### config.mk
export PLATFORM = sky130hd
export DESIGN_NAME = ps2_keyboard_display
export DESIGN_NICKNAME = d
export VERILOG_FILES = /design/src/rtl/ps2_keyboard_display.sv
export SDC_FILE = /design/constraint.sdc
export NUM_CORES = 1
export LEC_CHECK = 0
export CAP_MARGIN = 0
export CORE_MARGIN = 1.5
export CORE_UTILIZATION = 55
export CTS_CLUSTER_SIZE = 10
export DETAILED_ROUTE_END_ITERATION = 10
export MAX_ROUTING_LAYER = met4
export PLACE_DENSITY = 0.78
export SLEW_MARGIN = 5
export SYNTH_ARGS = -nofsm -noshare
export SYNTH_HDL_FRONTEND = slang
export SYNTH_SLANG_ARGS = --single-unit
### constraint.sdc
create_clock -name clk -period 2.5 [get_ports clk]
set_input_delay 0.375 -clock clk [delete_from_list [all_inputs] [get_ports clk]]
set_output_delay 0.375 -clock clk [all_outputs]
set_load 0.01 [all_outputs]
### src/rtl/ps2_keyboard_display.sv
// PS/2 keyboard receiver: conditions ps2c/ps2d, decodes 11-bit frames, keeps a
// two-deep scan-code history and drives four hex 7-segment digits from it.
//
// state  | meaning
// IDLE   | waiting for a start bit (filtered falling edge with ps2d low)
// DATA   | shifting in d0..d7, LSB first
// PARITY | capturing the odd-parity bit
// STOP   | capturing the stop bit, committing the byte if the frame is good
module ps2_keyboard_display #(
  parameter int FILTER_LEN     = 8,
  parameter int TIMEOUT_CYCLES = 5000,
  parameter bit SEG_ACTIVE_LOW = 1'b1
) (
  input  logic       clk,
  input  logic       reset_n,
  input  logic       ps2c,
  input  logic       ps2d,
  output logic [6:0] prev_seg1,
  output logic [6:0] prev_seg0,
  output logic [6:0] curr_seg1,
  output logic [6:0] curr_seg0
);

  localparam int FW = (FILTER_LEN > 1) ? $clog2(FILTER_LEN) : 1;
  localparam int TW = (TIMEOUT_CYCLES > 1) ? $clog2(TIMEOUT_CYCLES) : 1;
  localparam logic [FW-1:0] FILT_TOP = FW'(FILTER_LEN - 1);
  localparam logic [TW-1:0] TMO_TOP  = TW'(TIMEOUT_CYCLES - 1);

  typedef enum logic [1:0] {IDLE, DATA, PARITY, STOP} state_t;

  logic [1:0]    c_sync_q, c_sync_d;
  logic [1:0]    d_sync_q, d_sync_d;
  logic          filt_q, filt_d;
  logic          filt_prev_q, filt_prev_d;
  logic [FW-1:0] fcnt_q, fcnt_d;
  state_t        state_q, state_d;
  logic [2:0]    bit_cnt_q, bit_cnt_d;
  logic [7:0]    shift_q, shift_d;
  logic          par_q, par_d;
  logic [TW-1:0] tmo_q, tmo_d;
  logic [7:0]    prev_code_q, prev_code_d;
  logic [7:0]    curr_code_q, curr_code_d;

  logic c_s, d_s, fall;

  assign c_s  = c_sync_q[1];
  assign d_s  = d_sync_q[1];
  assign fall = filt_prev_q & ~filt_q;

  always_comb begin
    c_sync_d    = {c_sync_q[0], ps2c};
    d_sync_d    = {d_sync_q[0], ps2d};
    filt_d      = filt_q;
    fcnt_d      = fcnt_q;
    filt_prev_d = filt_q;
    state_d     = state_q;
    bit_cnt_d   = bit_cnt_q;
    shift_d     = shift_q;
    par_d       = par_q;
    tmo_d       = tmo_q;
    prev_code_d = prev_code_q;
    curr_code_d = curr_code_q;

    // Down-counter of consecutive samples disagreeing with the filtered level.
    if (c_s == filt_q) begin
      fcnt_d = FILT_TOP;
    end else if (fcnt_q == '0) begin
      filt_d = c_s;
      fcnt_d = FILT_TOP;
    end else begin
      fcnt_d = fcnt_q - 1'b1;
    end

    if (state_q != IDLE && !fall) begin
      if (tmo_q == '0) begin
        state_d   = IDLE;
        bit_cnt_d = '0;
      end else begin
        tmo_d = tmo_q - 1'b1;
      end
    end

    // An edge always wins over an expiring timeout.
    if (fall) begin
      tmo_d = TMO_TOP;
      case (state_q)
        IDLE: begin
          if (!d_s) begin
            state_d   = DATA;
            bit_cnt_d = '0;
          end
        end
        DATA: begin
          shift_d   = {d_s, shift_q[7:1]};
          bit_cnt_d = bit_cnt_q + 1'b1;
          if (bit_cnt_q == 3'd7) state_d = PARITY;
        end
        PARITY: begin
          par_d   = d_s;
          state_d = STOP;
        end
        STOP: begin
          state_d   = IDLE;
          bit_cnt_d = '0;
          if (d_s && (^{shift_q, par_q})) begin
            prev_code_d = curr_code_q;
            curr_code_d = shift_q;
          end
        end
        default: state_d = IDLE;
      endcase
    end
  end

  always_ff @(posedge clk or negedge reset_n) begin
    if (!reset_n) begin
      c_sync_q    <= 2'b11;
      d_sync_q    <= 2'b11;
      filt_q      <= 1'b1;
      filt_prev_q <= 1'b1;
      fcnt_q      <= FILT_TOP;
      state_q     <= IDLE;
      bit_cnt_q   <= '0;
      shift_q     <= '0;
      par_q       <= 1'b0;
      tmo_q       <= '0;
      prev_code_q <= '0;
      curr_code_q <= '0;
    end else begin
      c_sync_q    <= c_sync_d;
      d_sync_q    <= d_sync_d;
      filt_q      <= filt_d;
      filt_prev_q <= filt_prev_d;
      fcnt_q      <= fcnt_d;
      state_q     <= state_d;
      bit_cnt_q   <= bit_cnt_d;
      shift_q     <= shift_d;
      par_q       <= par_d;
      tmo_q       <= tmo_d;
      prev_code_q <= prev_code_d;
      curr_code_q <= curr_code_d;
    end
  end

  function automatic logic [6:0] seg7(input logic [3:0] n);
    logic [6:0] s;
    case (n)
      4'h0: s = 7'b1000000;
      4'h1: s = 7'b1111001;
      4'h2: s = 7'b0100100;
      4'h3: s = 7'b0110000;
      4'h4: s = 7'b0011001;
      4'h5: s = 7'b0010010;
      4'h6: s = 7'b0000010;
      4'h7: s = 7'b1111000;
      4'h8: s = 7'b0000000;
      4'h9: s = 7'b0010000;
      4'hA: s = 7'b0001000;
      4'hB: s = 7'b0000011;
      4'hC: s = 7'b1000110;
      4'hD: s = 7'b0100001;
      4'hE: s = 7'b0000110;
      default: s = 7'b0001110;
    endcase
    return SEG_ACTIVE_LOW ? s : ~s;
  endfunction

  assign prev_seg1 = seg7(prev_code_q[7:4]);
  assign prev_seg0 = seg7(prev_code_q[3:0]);
  assign curr_seg1 = seg7(curr_code_q[7:4]);
  assign curr_seg0 = seg7(curr_code_q[3:0]);

endmodule

Yosys cells after proc, flatten, opt, wreduce, memory -nomap -nowiden:

Memories as Yosys holds them, arrays and structs flattened.
Index checks and enable logic that the tools add are counted.

* $add $sub $neg: 3
* eq/ne operators: 6
* muxes and demuxes: 16
* bitwise logic cells: 3
* reductions and logical operators: 14

Operators by type and width (count)
* $mux 13: 3
* $mux 3: 6
* $logic_not 13->1: 1
* $sub 13x1->13 const B: 1
* $mux 2: 5
* $pmux 3 s3: 1
* $reduce_xor 9->1: 1
* $pmux 2 s4: 1
* $reduce_and 2->1: 4
* $eq 2x2->1 const B: 2
* $reduce_bool 2->1: 2
* $add 3x1->3 const B: 1
* $eq 3x3->1 const B: 1
* $logic_not 3->1: 1
* $reduce_and 3->1: 1
* $sub 3x1->3 const B: 1
* $eq 2x1->1 const B: 1
* $logic_and 1x1->1: 2
* $logic_not 2->1: 1
* $ne 2x2->1 const B: 1
* $not 1->1: 2
* $and 1x1->1: 1
* $eq 1x1->1: 1
* $logic_not 1->1: 1

* bits in registers: 52
* bits in read-only memories: 448
* output and inout port bits: 28
* logic and storage cells: 58
* memories kept: 4

Memory list
* (no name shown): depth 16, bits a word 7, rd ports 1, clocked after memory_dff 0, write ports 0, RTL line 147 `case (n)`
* (no name shown): depth 16, bits a word 7, rd ports 1, clocked after memory_dff 0, write ports 0, RTL line 147
* (no name shown): depth 16, bits a word 7, rd ports 1, clocked after memory_dff 0, write ports 0, RTL line 147
* (no name shown): depth 16, bits a word 7, rd ports 1, clocked after memory_dff 0, write ports 0, RTL line 147

Depth between registers and ports, before layout:

* word-level depth: 8
* gate-level depth with buffers: 7
* gate-level depth less buffers: 7

Worst setup path before layout:

Ideal clock, no wire load.

* path type: reg2reg
* start: register tmo_q[2]
* end: register tmo_q[11]
* setup time: 78 ps
* arrival time: 1937 ps
* data required time: 2422 ps
* setup slack: 485 ps
* cell stages (with the launch flop): 6
* buffers on the path: 0
* period minus slack after synthesis: 2015 ps
* cell sequence: dfrtp_1 > or4_4 > or3_4 > or2_1 > or3_1 > a21oi_1

* word-level cells in the longest chain between the ends: 4

Ends and longest elaborated chain
* from (decl): RTL line 40 `logic [TW-1:0] tmo_q, tmo_d;`
* from (signal assigned): RTL line 139 `tmo_q <= tmo_d;`
* $sub 13x1->13: RTL line 79 `tmo_d = tmo_q - 1'b1;`
* $mux 13: RTL line 75 `if (tmo_q == '0) begin`
* $mux 13: RTL line 74 `if (state_q != IDLE && !fall) begin`
* $mux 13: RTL line 84 `if (fall) begin`

Parallel ways exist; a longest one is shown, timed or not. The select of a mux whose other input is x is not followed.
A chain may end at the register's enable or synchronous reset.

Final worst setup path:

* start: register curr_code_q[4]
* end: output port curr_seg1[6]

* word-level cells in the longest chain between the ends: 1

Ends and longest elaborated chain
* from (decl): RTL line 42 `logic [7:0] curr_code_q, curr_code_d;`
* from (signal assigned): RTL line 141 `curr_code_q <= curr_code_d;`
* $mem_v2 16x7
* to (decl): RTL line 20 `output logic [6:0] curr_seg1,`

Every way passes these cells.

==> out/metrics.cfg <==
[detailed_routing]
viasPerCell = 5.58
drt_first_iter_violations = 97
routedWlPerCell_um = 14.1
ant_nets = 0
drt-total-wl_mm = 6.17
drc = 0
drt_pre_antenna_iters = 4
dr_total_vias = 2442

[setup_path]
path_class = register to output port
r2r-end = tmo_q[9]
cp_num_buf_inv = 2
critPathLaunchType = register
critPathMaxStageDelay_ns = 0.47
cp_slowest_cell = clkdlybuf4s50_1
cp.required_ns = 2.12
end_kind = output port
path_max_fanout = 4
r2r_cells = 5
reg2reg_slack_ns = 0.31
r2r_start = tmo_q[3]
crit_chain = buf_4, ha_1, mux2_2, a22o_1, clkdlybuf4s50_1
crit_family = buffers and inverters
cp_data_arrival_time_ns = 2.02

[place]
place_ws_ns = 0.163
io_buffers = 31
place_congestion = 0.894
numPlacedInstances = 424
hpwl_mm = 4.50

[layout]
fin_nets = 398
drive_gt1_frac = 0.243
syn_to_final_growth_pct = 18.7
fin_cells = 438
fin_util = 0.693
nFillCells = 430
antenna_cells = 0

[floorplan]
core-area_sq_um = 5610
die_h_um = 80.1
rows = 27
die_x_um = 80.1
die_area_sq_um = 6420
pin_count = 32
initial_utilization = 0.584

[global_route]
overflow = 0
grt_pass1_vias = 2411
grt_pass1_wl_mm = 10.8
grt_max_degree = 44
antenna_found_initial = 0
grtUsageTotal = 0.220

[synthesis]
synth_edf_count = 0
syn_inst = 318
syn_avg_cell_area_sq_um = 10.3
yosysUniqueCellTypes = 49
synth_warnings = 0
synth_fp_nets = 351
synthFlopType = dfrtp_1
async_flop_share = 1.00
ys_ff_latch = 52
syn_area_sq_um = 3270
seq_area_frac_synth = 0.401

[worst_hold_path]
worstHoldPathType = primary input to asynchronous set/reset pin

[outcome]
outcome = complete, no violations

[power_and_ir_drop]
ir_drop_mv = 0.598
power.density_nw_per_um2 = 561
p_leak_uw = 0.00183

[clocking]
cts_tree = done
cts.hold.buffers_added = 0
ctsHtreeMaxLevel = 2
cts.clk_slew.worst_paths_ns = 0.10
clock-root-buffer = clkbuf_8
cts_buffer_depth = 2
clk_latency_ns = 0.30
cts.sinks = 52
cts_buffers = 5

[timing]
slew_violations = 0
setup_violations = 0
fin_setup_tns_ns = 0
worst_pin_slew_ns = 0.897
finClkSkew_ns = 0.0129
grt_setup_unrepaired = no
period_share = 0.958
timing.final.crit_period_ns = 2.40
final_hold_viol_count = 0
setup_ws_ns = 0.105
fmax_mhz = 417
slew-limit-headroom = 0.402

[flow_run]
maxCapViolations = 0

[registers in the layout, summed over array words and instances (netlist names)]
| signal | flops |
|---|---|
| tmo_q | 13 |
| curr_code_q | 8 |
| prev_code_q | 8 |
| shift_q | 8 |
| bit_cnt_q | 3 |
| fcnt_q | 3 |
| c_sync_q | 2 |
| d_sync_q | 2 |
| state_q | 2 |
| filt_prev_d | 1 |
| filt_prev_q | 1 |
| par_q | 1 |
[worst reg2reg max path: cells and delay by family (launching register included)]
kind             cells  cell delay [ns]
AND/OR/NAND/NOR      4             1.34
flip-flops           1             0.43
AO/OA/AOI/OAI        1             0.30
[Yosys cell counts (all sizes together), types with 4 or more instances]
library cell	number	area, sq um
nand2	22	82.6
a22o	6	52.6
dfrtp	43	1080
ha	29	363
mux2i	14	140
a21oi	10	50.1
dfstp	9	236
nor3	6	30.0
xor2	4	35.0
xnor2	9	78.8
mux2	22	248
or3	6	45.0
o21ai	24	120
clkbuf	10	37.5
or3b	4	35.0
nor2	23	86.3
nor2b	7	43.8
mux4	4	90.1
or2	4	25.0
inv	19	71.3
[metal layers]
metal	GRT usage	routed length, um	vias up
li1	-	-	1211
met2	0.391	3240	37
met4	0.0500	60	0
met5	-	0	-
met1	0.265	2720	1187
met3	0.0341	144	7
[worst max path at each step]
| stage | slack [ns] | start | end | cells past startpoint |
|---|---|---|---|---|
| 3_3_place_gp | 0.23 | curr_code_q[5] | curr_seg1[0] | 6 |
| 4_1_cts | 0.0005 | prev_code_q[0] | prev_seg0[3] | 5 |
| 6_report | 0.10 | curr_code_q[4] | curr_seg1[6] | 5 |
| 2_1_floorplan | 0.49 | tmo_q[2] | tmo_q[11] | 5 |
| 3_5_place_dp | 0.16 | prev_code_q[1] | prev_seg0[0] | 6 |
| 5_1_grt | 0.02 | curr_code_q[4] | curr_seg1[6] | 5 |
[cell families (layout without fill, tap and decap cells)]
| family | after synthesis | after routing | share of synthesized area |
|---|---|---|---|
| XOR/XNOR | 14 | 14 | 0.0417 |
| adder cells (fa/ha/maj) | 29 | 29 | 0.111 |
| AND/OR/NAND/NOR | 89 | 89 | 0.142 |
| multiplexers | 40 | 40 | 0.146 |
| AO/OA/AOI/OAI | 62 | 62 | 0.121 |
| buffers and inverters | 32 | 80 | 0.0371 |
| flip-flops | 52 | 52 | 0.401 |
[layout by cell type, fill, tap and decap left out, types with 4 or more instances in the layout]
cell type and count:
o21ai_0 23, xnor2_1 9, a22o_1 6, clkdlybuf4s50_1 23
nor2_1 23, or3b_2 4, dfstp_2 9, mux2_2 22
nand2_1 22, dlygate4sd2_1 4, inv_2 7, clkbuf_8 6
nor3_1 6, buf_4 22, dfrtp_1 40, a21oi_1 10
mux4_2 4, xor2_1 4, nor2b_1 7, mux2i_1 14
ha_1 28, inv_1 12
[metrics by stage]
step                      power, uW  hold WS, ns  area [sq um]
after global routing           2350        0.274          3890
after CTS                      2190        0.227          3880
after floorplan                1550       0.0794          3270
after global placement         1670        0.346          3740
after detailed placement       1700        0.348          3740
final                          2180        0.189          3890
[repair_timing]
| item | CTS | global route |
|---|---|---|
| setup endpoints to repair | 7 | 5 |
| pin swaps | 0 | 0 |
| resized for setup | 12 | 6 |
| buffers inserted | 6 | 0 |
[final cells by class]
cell class / count / area (sq um) / share of cell area
Timing Repair Buffer: 53 / 473 / 0.122
Inverter: 19 / 71.3 / 0.0184
Clock inverter: 1 / 7.51 / 0.00193
Clock buffer: 7 / 86.3 / 0.0222
Multi-Input combinational cell: 234 / 1840 / 0.474
Tap cell: 72 / 90.1 / 0.0232
Sequential cell: 52 / 1320 / 0.339
[power breakdown]
group | total (uW) | internal (uW) | switching (uW) | leakage (uW)
logic | 539 | 244 | 295 | 0.00113
registers | 1150 | 1010 | 140 | 0.000662
clock network | 488 | 225 | 263 | 0.0000445
total | 2180 | 1480 | 699 | 0.00183
No activity file was read; power rests on OpenSTA's default activity.
